<file path="src/rtl/load_store_unit_if.sv">
// Core-request and data-memory bus signals of the load/store unit.
// The LSU connects through the slave modport; the core/bus side uses master.
interface load_store_unit_if #(
    parameter int unsigned AWIDTH = 32,
    parameter int unsigned DWIDTH = 32
);
    logic              req_valid;
    logic              MemRW;
    logic [2:0]        Size;
    logic [AWIDTH-1:0] addr;
    logic [DWIDTH-1:0] wdata;
    logic              stall;
    logic              done;
    logic              err;
    logic [DWIDTH-1:0] rdata;
    logic              mem_req;
    logic              mem_we;
    logic [AWIDTH-1:0] mem_addr;
    logic [3:0]        mem_be;
    logic [DWIDTH-1:0] mem_wdata;
    logic              mem_ack;
    logic [DWIDTH-1:0] mem_rdata;

    modport master (
        output req_valid, MemRW, Size, addr, wdata, mem_ack, mem_rdata,
        input  stall, done, err, rdata, mem_req, mem_we, mem_addr, mem_be, mem_wdata
    );

    modport slave (
        input  req_valid, MemRW, Size, addr, wdata, mem_ack, mem_rdata,
        output stall, done, err, rdata, mem_req, mem_we, mem_addr, mem_be, mem_wdata
    );
endinterface

</file>
<file path="src/rtl/load_store_unit.sv">
// RV32I data-memory access unit: word-aligned byte-enabled bus beats, misaligned
// accesses split into two beats, sign/zero-extended load data, core stall.
module load_store_unit #(
    parameter int unsigned AWIDTH = 32,
    parameter int unsigned DWIDTH = 32
) (
    input  logic             clk,
    input  logic             rst,
    load_store_unit_if.slave lsu_io
);
    typedef enum logic [1:0] {IDLE, BEAT0, BEAT1, RESP} state_e;

    state_e            state_q, state_d;
    logic              we_q, we_d;
    logic [2:0]        size_q, size_d;
    logic [AWIDTH-1:0] addr_q, addr_d;
    logic [DWIDTH-1:0] wdata_q, wdata_d;
    logic              err_q, err_d;
    logic [DWIDTH-1:0] buf_q, buf_d;
    logic [DWIDTH-1:0] rdata_q, rdata_d;
    logic              mem_req_q, mem_req_d;
    logic              mem_we_q, mem_we_d;
    logic [AWIDTH-1:0] mem_addr_q, mem_addr_d;
    logic [3:0]        mem_be_q, mem_be_d;
    logic [DWIDTH-1:0] mem_wdata_q, mem_wdata_d;

    logic [2:0]          src_size;
    logic [AWIDTH-1:0]   src_addr;
    logic [DWIDTH-1:0]   src_wdata;
    logic [7:0]          be_wide;
    logic [2*DWIDTH-1:0] wd_wide;
    logic [AWIDTH-1:0]   word0, word1;
    logic [DWIDTH-1:0]   load_merged;
    logic [1:0]          pos;
    logic                last_ack;

    function automatic logic size_legal(input logic [2:0] sz);
        return (sz == 3'b000) || (sz == 3'b001) || (sz == 3'b010) ||
               (sz == 3'b100) || (sz == 3'b101);
    endfunction

    function automatic logic [3:0] size_mask(input logic [2:0] sz);
        case (sz[1:0])
            2'b00:   return 4'b0001;
            2'b01:   return 4'b0011;
            default: return 4'b1111;
        endcase
    endfunction

    function automatic logic [DWIDTH-1:0] extend(input logic [2:0] sz, input logic [DWIDTH-1:0] b);
        case (sz)
            3'b000:  return {{(DWIDTH-8){b[7]}}, b[7:0]};
            3'b001:  return {{(DWIDTH-16){b[15]}}, b[15:0]};
            3'b100:  return {{(DWIDTH-8){1'b0}}, b[7:0]};
            3'b101:  return {{(DWIDTH-16){1'b0}}, b[15:0]};
            default: return b;
        endcase
    endfunction

    // Beat geometry: the low nibble/word is beat 0, the high nibble/word is beat 1.
    // In IDLE it is taken from the live request so beat 0 can launch at acceptance.
    always_comb begin
        src_size  = (state_q == IDLE) ? lsu_io.Size  : size_q;
        src_addr  = (state_q == IDLE) ? lsu_io.addr  : addr_q;
        src_wdata = (state_q == IDLE) ? lsu_io.wdata : wdata_q;
        be_wide   = {4'b0000, size_mask(src_size)} << src_addr[1:0];
        wd_wide   = {{DWIDTH{1'b0}}, src_wdata} << {src_addr[1:0], 3'b000};
        word0     = {src_addr[AWIDTH-1:2], 2'b00};
        word1     = word0 + AWIDTH'(4);
    end

    // Byte for lane i lands at (i - o) mod 4, which covers both beats.
    always_comb begin
        load_merged = buf_q;
        pos         = '0;
        for (int unsigned i = 0; i < 4; i++) begin
            pos = 2'(i) - addr_q[1:0];
            if (mem_be_q[i]) begin
                load_merged[{pos, 3'b000} +: 8] = lsu_io.mem_rdata[8*i +: 8];
            end
        end
    end

    always_comb begin
        state_d     = state_q;
        we_d        = we_q;
        size_d      = size_q;
        addr_d      = addr_q;
        wdata_d     = wdata_q;
        err_d       = err_q;
        buf_d       = buf_q;
        rdata_d     = rdata_q;
        mem_req_d   = mem_req_q;
        mem_we_d    = mem_we_q;
        mem_addr_d  = mem_addr_q;
        mem_be_d    = mem_be_q;
        mem_wdata_d = mem_wdata_q;
        last_ack    = 1'b0;

        case (state_q)
            IDLE: begin
                if (lsu_io.req_valid) begin
                    we_d    = lsu_io.MemRW;
                    size_d  = lsu_io.Size;
                    addr_d  = lsu_io.addr;
                    wdata_d = lsu_io.wdata;
                    buf_d   = '0;
                    if (!size_legal(lsu_io.Size)) begin
                        err_d   = 1'b1;
                        state_d = RESP;
                    end else begin
                        err_d       = 1'b0;
                        state_d     = BEAT0;
                        mem_req_d   = 1'b1;
                        mem_we_d    = lsu_io.MemRW;
                        mem_addr_d  = word0;
                        mem_be_d    = be_wide[3:0];
                        mem_wdata_d = lsu_io.MemRW ? wd_wide[DWIDTH-1:0] : '0;
                    end
                end
            end
            BEAT0: begin
                if (lsu_io.mem_ack) begin
                    buf_d = load_merged;
                    if (|be_wide[7:4]) begin
                        state_d     = BEAT1;
                        mem_addr_d  = word1;
                        mem_be_d    = be_wide[7:4];
                        mem_wdata_d = we_q ? wd_wide[2*DWIDTH-1:DWIDTH] : '0;
                    end else begin
                        last_ack = 1'b1;
                    end
                end
            end
            BEAT1: begin
                if (lsu_io.mem_ack) begin
                    buf_d    = load_merged;
                    last_ack = 1'b1;
                end
            end
            RESP:    state_d = IDLE;
            default: state_d = IDLE;
        endcase

        // rdata is written at the final ack so it is already valid during done.
        if (last_ack) begin
            state_d     = RESP;
            mem_req_d   = 1'b0;
            mem_we_d    = 1'b0;
            mem_addr_d  = '0;
            mem_be_d    = '0;
            mem_wdata_d = '0;
            if (!we_q) begin
                rdata_d = extend(size_q, load_merged);
            end
        end
    end

    always_ff @(posedge clk) begin
        if (rst) begin
            state_q     <= IDLE;
            we_q        <= 1'b0;
            size_q      <= '0;
            addr_q      <= '0;
            wdata_q     <= '0;
            err_q       <= 1'b0;
            buf_q       <= '0;
            rdata_q     <= '0;
            mem_req_q   <= 1'b0;
            mem_we_q    <= 1'b0;
            mem_addr_q  <= '0;
            mem_be_q    <= '0;
            mem_wdata_q <= '0;
        end else begin
            state_q     <= state_d;
            we_q        <= we_d;
            size_q      <= size_d;
            addr_q      <= addr_d;
            wdata_q     <= wdata_d;
            err_q       <= err_d;
            buf_q       <= buf_d;
            rdata_q     <= rdata_d;
            mem_req_q   <= mem_req_d;
            mem_we_q    <= mem_we_d;
            mem_addr_q  <= mem_addr_d;
            mem_be_q    <= mem_be_d;
            mem_wdata_q <= mem_wdata_d;
        end
    end

    assign lsu_io.done      = (state_q == RESP);
    assign lsu_io.err       = lsu_io.done & err_q;
    assign lsu_io.stall     = lsu_io.req_valid & ~lsu_io.done;
    assign lsu_io.rdata     = rdata_q;
    assign lsu_io.mem_req   = mem_req_q;
    assign lsu_io.mem_we    = mem_we_q;
    assign lsu_io.mem_addr  = mem_addr_q;
    assign lsu_io.mem_be    = mem_be_q;
    assign lsu_io.mem_wdata = mem_wdata_q;
endmodule

</file>
<file path="src/flat_wrapper.sv">
// flat-port wrapper written by rule: the top's interface ports become plain ports
module load_store_unit_flat 
#(
    parameter int unsigned AWIDTH = 32,
    parameter int unsigned DWIDTH = 32
)
  (clk, rst, lsu_io_req_valid, lsu_io_MemRW, lsu_io_Size, lsu_io_addr, lsu_io_wdata, lsu_io_mem_ack, lsu_io_mem_rdata, lsu_io_stall, lsu_io_done, lsu_io_err, lsu_io_rdata, lsu_io_mem_req, lsu_io_mem_we, lsu_io_mem_addr, lsu_io_mem_be, lsu_io_mem_wdata);
  load_store_unit_if #(.AWIDTH(AWIDTH), .DWIDTH(DWIDTH)) lsu_io_i ();
  input  logic clk;
  input  logic rst;
  input wire logic [$bits(lsu_io_i.req_valid)-1:0] lsu_io_req_valid;
  input wire logic [$bits(lsu_io_i.MemRW)-1:0] lsu_io_MemRW;
  input wire logic [$bits(lsu_io_i.Size)-1:0] lsu_io_Size;
  input wire logic [$bits(lsu_io_i.addr)-1:0] lsu_io_addr;
  input wire logic [$bits(lsu_io_i.wdata)-1:0] lsu_io_wdata;
  input wire logic [$bits(lsu_io_i.mem_ack)-1:0] lsu_io_mem_ack;
  input wire logic [$bits(lsu_io_i.mem_rdata)-1:0] lsu_io_mem_rdata;
  output wire logic [$bits(lsu_io_i.stall)-1:0] lsu_io_stall;
  output wire logic [$bits(lsu_io_i.done)-1:0] lsu_io_done;
  output wire logic [$bits(lsu_io_i.err)-1:0] lsu_io_err;
  output wire logic [$bits(lsu_io_i.rdata)-1:0] lsu_io_rdata;
  output wire logic [$bits(lsu_io_i.mem_req)-1:0] lsu_io_mem_req;
  output wire logic [$bits(lsu_io_i.mem_we)-1:0] lsu_io_mem_we;
  output wire logic [$bits(lsu_io_i.mem_addr)-1:0] lsu_io_mem_addr;
  output wire logic [$bits(lsu_io_i.mem_be)-1:0] lsu_io_mem_be;
  output wire logic [$bits(lsu_io_i.mem_wdata)-1:0] lsu_io_mem_wdata;
  assign lsu_io_i.req_valid = lsu_io_req_valid;
  assign lsu_io_i.MemRW = lsu_io_MemRW;
  assign lsu_io_i.Size = lsu_io_Size;
  assign lsu_io_i.addr = lsu_io_addr;
  assign lsu_io_i.wdata = lsu_io_wdata;
  assign lsu_io_i.mem_ack = lsu_io_mem_ack;
  assign lsu_io_i.mem_rdata = lsu_io_mem_rdata;
  assign lsu_io_stall = lsu_io_i.stall;
  assign lsu_io_done = lsu_io_i.done;
  assign lsu_io_err = lsu_io_i.err;
  assign lsu_io_rdata = lsu_io_i.rdata;
  assign lsu_io_mem_req = lsu_io_i.mem_req;
  assign lsu_io_mem_we = lsu_io_i.mem_we;
  assign lsu_io_mem_addr = lsu_io_i.mem_addr;
  assign lsu_io_mem_be = lsu_io_i.mem_be;
  assign lsu_io_mem_wdata = lsu_io_i.mem_wdata;
  load_store_unit #(.AWIDTH(AWIDTH), .DWIDTH(DWIDTH)) u_core (.clk(clk), .rst(rst), .lsu_io(lsu_io_i));
endmodule
</file>
<file path="config.mk">
export PLATFORM = sky130hd
export DESIGN_NAME = load_store_unit_flat
export DESIGN_NICKNAME = d
export VERILOG_FILES = /design/src/rtl/load_store_unit_if.sv /design/src/rtl/load_store_unit.sv /design/src/flat_wrapper.sv
export SDC_FILE = /design/constraint.sdc
export NUM_CORES = 1
export LEC_CHECK = 0
export ABC_AREA = 1
export ABC_CLOCK_PERIOD_IN_PS = 2600
export CORE_MARGIN = 4
export CORE_UTILIZATION = 54
export DETAILED_ROUTE_END_ITERATION = 7
export PLACE_DENSITY = 0.79
export SYNTH_ARGS = -nofsm -noshare
export SYNTH_HDL_FRONTEND = slang
export SYNTH_SLANG_ARGS = --single-unit
</file>
<file path="constraint.sdc">
create_clock -name clk -period 2.6 [get_ports clk]
set_input_delay 0.52 -clock clk [delete_from_list [all_inputs] [get_ports clk]]
set_output_delay 0.52 -clock clk [all_outputs]
set_load 0.02 [all_outputs]
</file>
After elaboration in Yosys (flattened, before gate mapping)
Cells that the tools add are included.
Operators by class
  $add $sub $neg: 9
  eq/ne operators: 19
  magnitude comparators: 0
  multipliers: 0
  shift-type cells: 10
  divide/modulo/power cells: 0
  muxes and demuxes: 44
  bitwise logic cells: 4
  reductions and logical operators: 20
Operators by type and width (number)
  32-bit 2-to-1 mux: 18
  32-bit one-hot mux with 2 select lines: 3
  32-bit bitwise mux: 4
  32-bit one-hot mux with 4 select lines: 1
  8-bit by 7-bit variable shift with 32-bit output, first input constant: 4
  8-bit by 7-bit variable part select with 32-bit output: 4
  32-bit by 5-bit left shift with 64-bit output: 1
  32-bit by 3-bit adder with 32-bit output, second input constant: 1
  5-bit negation with 7-bit output: 4
  4-bit 2-to-1 mux: 4
  4-bit one-hot mux with 2 select lines: 2
  3-bit == test, second input constant: 4
  2-bit 2-to-1 mux: 6
  4-bit by 2-bit left shift with 8-bit output: 1
  3-bit by 1-bit == test with 1-bit output, second input constant: 2
  3-bit logical NOT: 2
  2-bit != test, second input constant: 3
  3-bit by 2-bit != test with 1-bit output, second input constant: 2
  2-bit one-hot mux with 3 select lines: 1
  3-bit AND reduction: 2
  5-bit AND reduction: 1
  2-bit by 1-bit == test with 1-bit output, second input constant: 2
  2-bit == test, second input constant: 2
  2-bit logical NOT: 2
  16 further kinds: 30
Storage, ports and cells
  output and inout bits: 105
  ROM bits: 0
  memories: 0
  logic and storage cells: 119
  bits of input ports: 104
  bits in registers: 205
  latch bits: 0
  bits in writable memories: 0

Logic depth before layout (Yosys ltp)
Gate-level depths: netlist of run 1.
  depth in word-level cells: 13
  mapped depth: 19
  gate-level depth less buffers: 16

Worst setup path before layout of run 1
No wires, ideal clock.
  path kind: register -> register
  start: register u_core.state_q[0]
  end: register u_core.mem_addr_q[26], in the netlist u_core.lsu_io.mem_addr[26]
  setup slack: 259 ps
  stages on the path, launching flop included: 17
  path buffers: 2
  data required time: 2530 ps
  setup time: 70 ps
  period minus slack after synthesis: 2341 ps
  data arrival time: 2271 ps
  cell sequence: dfxtp_1 > inv_1 > ha_1 > buf_6 > buf_6 > o21ai_1 > ha_1 > nand2_1 > inv_1 > nand2_1 > nor2_1 > nand3_1 > nor2_4 > nand2_1 > o21bai_1 > nand2_1 > a21oi_1
On the way
  longest elaborated chain between the ends: 10
  elaborated cells between the ends (all ways): 26
  classes of those cells: 1 x add/sub; 7 x eq/ne; 1 x shift; 11 x mux; 6 x reduce/logical
Ends and longest elaborated chain
  start, declared: RTL line load_store_unit.sv:13  | state_e state_q, state_d;
  start signal, assigned: RTL line load_store_unit.sv:175  | state_q <= state_d;
  parallel branches: the longest is 10 deep, another holds 32-bit by 3-bit adder with 32-bit output
  end signal, assigned: RTL line load_store_unit.sv:185  | mem_addr_q <= mem_addr_d;
  end, declared: RTL line load_store_unit.sv:23  | logic [AWIDTH-1:0] mem_addr_q, mem_addr_d;
Several ways; the timed one is not identified. The select of a mux whose other input is x is not followed.
A chain may end at the register's enable or synchronous reset.

Worst setup path in the final report of run 1
  start: register u_core.state_q[1]
  end: output port lsu_io_err
On the way
  longest elaborated chain between the ends: 2
Ends and longest elaborated chain
  2-bit == test: RTL line load_store_unit.sv:191  | assign lsu_io.done = (state_q == RESP);
  1-bit bitwise AND: RTL line load_store_unit.sv:192  | assign lsu_io.err = lsu_io.done & err_q;
  end, declared: RTL line flat_wrapper.sv:20  | output wire logic [$bits(lsu_io_i.err)-1:0] lsu_io_err;
No other way between the ends.

==> results of run 1 <==
-- state kept, by name, summed over array words and instances, names as in the netlist --
name and flops:
u_core.addr_q 32, u_core.buf_q 32, u_core.err_q 1, u_core.lsu_io.mem_addr 30, u_core.lsu_io.mem_be 4, u_core.lsu_io.mem_req 1, u_core.lsu_io.mem_wdata 32, u_core.lsu_io.mem_we 1
u_core.lsu_io.rdata 32, u_core.size_q 3, u_core.state_q 2, u_core.wdata_q 32, u_core.we_q 1
-- stage by stage --
stage	TNS, ns	total power [mW]	hold WS, ns	util
finish	0	16.8	0.450	0.711
floorplan	0	9.93	0.424	-
global placement	0	13.0	0.433	0.669
global route	-0.511	17.8	0.470	0.711
detailed placement	-0.00738	13.2	0.443	0.669
CTS	0	16.4	0.451	0.704
-- critical path, cell delays in order, from the launching register on --
cell and delay, ns:
dfxtp_1 0.37, ha_2 0.32, nand2_1 0.09, inv_1 0.06, clkdlybuf4s50_1 0.61
-- cell usage after synthesis (5+ instances only) --
cell type / number / area [µm²]
buf_6: 8 / 90.1
o21ai_1: 32 / 160
o211ai_1: 19 / 143
nand3_1: 126 / 631
clkbuf_1: 64 / 240
nand2_1: 562 / 2110
a211oi_1: 20 / 150
ha_1: 11 / 138
xor2_1: 8 / 70.1
nor3_1: 11 / 55.1
nand2_2: 5 / 31.3
a31oi_1: 7 / 43.8
nor2_2: 5 / 31.3
inv_2: 6 / 22.5
buf_2: 21 / 105
a21oi_1: 158 / 791
dfxtp_1: 203 / 4060
nand4_1: 13 / 81.3
o21ai_0: 182 / 911
nor2_1: 250 / 938
o31ai_1: 8 / 60.1
o22ai_1: 12 / 75.1
o32ai_1: 5 / 43.8
inv_1: 137 / 514
buf_4: 12 / 90.1
-- cells in the final DEF (no fill, tap or decap), drive strengths merged --
cell	synthesis	routed
conb	1	2
bufinv	0	1
a21oi	158	158
o22ai	12	12
clkinvlp	0	1
nand3	130	130
or2	4	4
o31ai	8	8
xnor2	4	4
inv	145	146
ha	11	11
a31oi	7	7
xor2	8	8
clkinv	2	6
a211oi	20	20
o21ai	216	216
o21bai	2	2
a22o	4	4
nand2	571	571
nor2	259	259
a221oi	1	1
mux2i	1	1
nor3	13	13
buf	46	81
o221ai	2	2
nand3b	3	3
o32ai	5	5
dfxtp	203	203
nand4	14	14
clkbuf	64	38
o211ai	19	19
clkdlybuf4s50	0	205
-- cell type report --
class                      count  share of cell area
inverter                     147              0.0364
clock inverter                 7             0.00524
clock buffer                  35              0.0426
multi-input combinational   1474               0.444
tap                          280              0.0226
timing repair buffer         289               0.188
sequential                   203               0.262
-- cells by family after synthesis --
group                      Yosys count
and+or+nand+nor                    994
AOI/OAI and AO/OA                  454
buffers and inverters              257
DFF                                203
xor gates and xnor gates            12
adders and majority gates           11
other                                1
muxes                                1
-- repair_timing --
item / in CTS / in global routing
pin swaps: 0 / 2
setup buffers: 0 / 1
gates cloned: 0 / 4
resized for setup: 3 / 15
endpoints found under the setup margin: 4 / 93
-- path summary, 6_finish.rpt --
path	from	to	slack, ns	cells past startpoint
worst max register to register	u_core.state_q[1]	u_core.lsu_io.rdata[4]	0.10	16
worst min-delay path	u_core.addr_q[26]	u_core.addr_q[26]	0.45	2
worst min register to register	u_core.addr_q[26]	u_core.addr_q[26]	0.45	2
worst max-delay path	u_core.state_q[1]	lsu_io_err	0.09	4
-- routing by layer --
| metal | up-vias | share of wire | track usage | wire, µm |
|---|---|---|---|---|
| met4 | 0 | 0.024 | 0.0733 | 1070 |
| met2 | 738 | 0.46 | 0.554 | 20400 |
| li1 | 6741 | - | - | - |
| met1 | 6475 | 0.42 | 0.477 | 18700 |
| met3 | 88 | 0.10 | 0.0597 | 4470 |
| met5 | - | 0 | 0 | 0 |
-- where the power goes --
part | internal, mW | switching (mW) | total [mW]
combinational | 3.31 | 5.85 | 9.16
sequential | 3.92 | 0.486 | 4.41
clock | 1.87 | 1.34 | 3.21
==> summary.md, run 1 <==
| Metric | Value |
|---|---|
| Status | `finished clean` |
| Synth Flop Type | `dfxtp_1` |
| Fill cell count | `between 1500 and 2000` |
| Multi-input logic area | `0.00689 mm²` |
| Slew @ Worst Pin | `about 0.8 ns` |
| CP Class | `flop to primary output` |
| Row Count | `54` |
| Port Buffers | `between 200 and 250` |
| Final hold vios | `0` |
| Clock latency on the worst-skew pair | `0.53 ns` |
| Simple-Gate Fraction of Synth Area | `0.341` |
| Final wirelength | `44.6 mm` |
| Clock root cell | `clkbuf_16` |
| Place WS | `-0.00654 ns` |
| Design Area, Final | `~0.016 mm²` |
| Top Ports | `between 200 and 250` |
| First-pass GRT wire length | `~68 mm` |
| # setup viols final | `0` |
| Adder-Cell Fraction of Synth Area | `0.0115` |
| Routed via count | `approximately 14000` |
| Clk buf depth | `3` |
| Post-route ant nets | `0` |
| Worst Path Arrival | `a little under 2 ns` |
| DRC | `0` |
| Seq/Total Area, Yosys | `0.339` |
| Post-synth EDFFs | `0` |
| Overflow after GRT | `0` |
| Inserted Clock Buffers | `23` |
| Maximum VDD drop | `0.746 mV` |
| Max Cap Viol | `0` |
| FFs w/ async S/R, synth | `0` |
| Pins Over Slew Limit | `0` |
| Final Worst Setup Slack | `approximately 0.09 ns` |
| CP Max Fanout | `7` |
| Hold_buf cts | `0` |
| Hold crit path type | `flop to flop` |
| Part of the cycle the worst path needs | `0.966` |
| Yosys warns | `0` |
| Synth-to-layout area growth | `29.4%` |
| Combinational family with the most area after synthesis | `simple AND/OR/NAND/NOR gates` |
| Largest net degree at the start of global routing | `69` |
| Synth Cell Area | `0.0120 mm²` |
| Post-synthesis compound-gate area fraction | `0.206` |
| Mux share of post-synthesis cell area | `0.000834` |
| Wire per inst | `between 15 and 20 µm` |
| Die W | `roughly 160 µm` |
| Synth cell types | `between 40 and 50` |
| Placed cell area | `between 0.01 and 0.015 mm²` |
| Die area | `about 0.025 mm²` |
| Min Clock Period, post-route | `between 2 and 3 ns` |
| PwrDens | `roughly 1100 mW/mm²` |
| Synthesis-stage register bit count | `203` |
| Non-filler cells, final | `2435` |
| Syn Inst Count | `1933` |
| Core Area | `roughly 0.022 mm²` |
| Antenna violations before repair | `0` |
| Static Leak | `6.50 nW` |
| Clock skew | `between 0.015 and 0.02 ns` |
| Crit start category | `flop` |
| Die Y | `between 150 and 200 µm` |
| Placed insts | `2388` |
| HPWL after DPL | `roughly 33 mm` |
| Initial DRC Count | `about 1900` |
| CTS sink cnt | `roughly 200` |
| Vias per cell | `roughly 5.8` |
| Share of cells above drive strength 1 | `0.0784` |
| Nets | `approximately 2300` |
| Starting Density | `0.550` |
| H-tree level count | `1` |
| CTS tree | `done` |
| Final Wtd Congestion | `a little under 1` |
| 1st-pass router iterations | `6` |
| Synthesized area per cell | `between 6 and 7 µm²` |
| Post-synthesis xor/xnor area fraction | `0.00876` |
| Crit. End Element | `primary output` |
| Ant diodes | `0` |
| F_max | `roughly 400 MHz` |
| All-Layer GR Usage | `0.340` |
| Number of global-route vias before repair | `12700` |
| Worst endpoint required time | `roughly 2.1 ns` |
| CTS clk-pin slew, worst paths | `around 0.06 ns` |
| Max-Slew Margin vs Limit | `0.468` |
| FF/Latch Area | `about 0.0041 mm²` |
Note: power is estimated with default switching activity, not from simulation.
==> inputs of run 2 (changes only) <==
--- a/config.mk
+++ b/config.mk
@@ -10,7 +10,7 @@
 export CORE_MARGIN = 4
 export CORE_UTILIZATION = 54
 export DETAILED_ROUTE_END_ITERATION = 7
-export PLACE_DENSITY = 0.79
+export PLACE_DENSITY = 0.81
 export SYNTH_ARGS = -nofsm -noshare
 export SYNTH_HDL_FRONTEND = slang
 export SYNTH_SLANG_ARGS = --single-unit
==> run 2 against run 1 <==
Against the previous run:
- worst setup slack better by 0.020 ns
- non-clock buffer count is 1 higher
- sequential power hardly changed
- cell count stayed put
- first-iteration DRC count is 13% lower
- power is 2.2% higher
==> summary.md, run 2 (same netlist as run 1, synthesis figures left out) <==
| Metric | Value |
|---|---|
| Status | `finished clean` |
| CP Class | `flop to primary output` |
| Synth-to-layout area growth | `29.7%` |
| Die Y | `about 160 µm` |
| Inserted Clock Buffers | `23` |
| Vias per cell | `~5.7` |
| Final Worst Setup Slack | `about 0.11 ns` |
| Post-route ant nets | `0` |
| Placed insts | `around 2400` |
| Part of the cycle the worst path needs | `0.958` |
| 1st-pass router iterations | `6` |
| Row Count | `54` |
| Min Clock Period, post-route | `~2.5 ns` |
| Slowest cell on crit path | `clkdlybuf4s50_1` |
| Share of cells above drive strength 1 | `0.0803` |
| Static Leak | `about 6.5 nW` |
| H-tree level count | `1` |
| CTS sink cnt | `between 200 and 250` |
| Worst Path Arrival | `a little under 2 ns` |
| # setup viols final | `0` |
| CP max stage delay | `approximately 0.62 ns` |
| CTS tree | `done` |
| F_max | `approximately 400 MHz` |
| Max-Slew Margin vs Limit | `0.475` |
| Slew @ Worst Pin | `0.787 ns` |
| Wire per inst | `~19 µm` |
| Routed via count | `14000` |
| Most frequent cells in the layout | `nand2_1, nor2_1, clkdlybuf4s50_1` |
| Hold_buf cts | `0` |
| Final Wtd Congestion | `~0.96` |
| Worst endpoint required time | `around 2.1 ns` |
| Total Power | `~17 mW` |
| Crit start category | `flop` |
| All-Layer GR Usage | `0.349` |
| First-pass GRT wire length | `roughly 70 mm` |
| Hold wc startpoint | `u_core.lsu_io.mem_wdata[12]` |
| Final hold vios | `0` |
| Worst hold path depth | `2` |
| Pins Over Slew Limit | `0` |
| Clock skew | `0.0228 ns` |
| Largest net degree at the start of global routing | `79` |
| CTS clk-pin slew, worst paths | `0.06 ns` |
| PwrDens | `1100 mW/mm²` |
| Most common cell after layout, fill and taps aside | `nand2_1` |
| Max Cap Viol | `0` |
| Nets | `approximately 2300` |
| Overflow after GRT | `0` |
| Setup TNS | `0 ns` |
| Die area | `about 0.025 mm²` |
| Clock root cell | `clkbuf_16` |
| Clk buf depth | `3` |
| Core Area | `0.0218 mm²` |
| Worst r2r path cells | `15` |
| Antenna violations before repair | `0` |
| Design Area, Final | `approximately 0.016 mm²` |
| Number of global-route vias before repair | `13200` |
| Ant diodes | `0` |
| DRC | `0` |
| Die W | `about 160 µm` |
| Clock latency on the worst-skew pair | `0.53 ns` |
| Maximum VDD drop | `~0.75 mV` |
| Top Ports | `209` |
| Hold WS | `roughly 0.46 ns` |
| Hold crit path type | `flop to flop` |
| Non-filler cells, final | `about 2400` |
| Reg2reg start | `u_core.state_q[0]` |
| Placed cell area | `0.0146 mm²` |
| Final wirelength | `~45 mm` |
| Starting Density | `0.550` |
| Crit path cell chain | `ha_2, nand2_1, inv_1, clkdlybuf4s50_1` |
| Port Buffers | `~210` |
| CP Max Fanout | `7` |
| Layout Utilization | `0.713` |
| HPWL after DPL | `~33 mm` |
| Place WS | `roughly 0.0027 ns` |
| Worst Setup SP | `u_core.state_q[0]` |
| Initial DRC Count | `around 1600` |
| Crit. End Element | `primary output` |
==> run 2: final cells by class <==
type | instances | area (µm²)
clock inverters | 9 | 118
clock buffers | 32 | 679
repair buffers | 290 | 2910
multi-input cells | 1474 | 6870
fillers | 1822 | 6270
flip-flops and latches | 203 | 4070
well taps | 280 | 350
inverters | 147 | 563
==> run 2: worst paths after layout <==
| path | endpoint | slack [ns] |
|---|---|---|
| min | u_core.lsu_io.mem_wdata[12] | 0.46 |
| max reg2reg | u_core.lsu_io.mem_addr[22] | 0.13 |
| max | lsu_io_err | 0.11 |
| min reg2reg | u_core.lsu_io.mem_wdata[12] | 0.46 |
==> run 2: per-layer routing <==
metal / global-route usage / up-vias / share of wire
met5: 0 / - / 0
met1: 0.483 / 6432 / 0.42
met3: 0.0665 / 83 / 0.10
li1: - / 6727 / -
met2: 0.563 / 758 / 0.45
met4: 0.0885 / 0 / 0.025
==> run 2: repair_timing <==
action / 4_1_cts / 5_1_grt
gates resized for setup: 0 / 13
setup buffers: 0 / 1
setup endpoints to repair: 0 / 116
==> run 2: worst max-delay path, delay by kind of cell (launching register included) <==
| kind | cells | cell delay [ns] |
|---|---|---|
| buffers and inverters | 2 | 0.71 |
| DFF | 1 | 0.36 |
| adders and majority gates | 1 | 0.29 |
| and+or+nand+nor | 1 | 0.08 |
==> run 2: power breakdown <==
part           total, mW  internal (mW)  switching (mW)
registers           4.41           3.93           0.483
logic               9.32           3.41            5.91
clock network       3.42           2.04            1.39
total               17.2           9.37            7.78
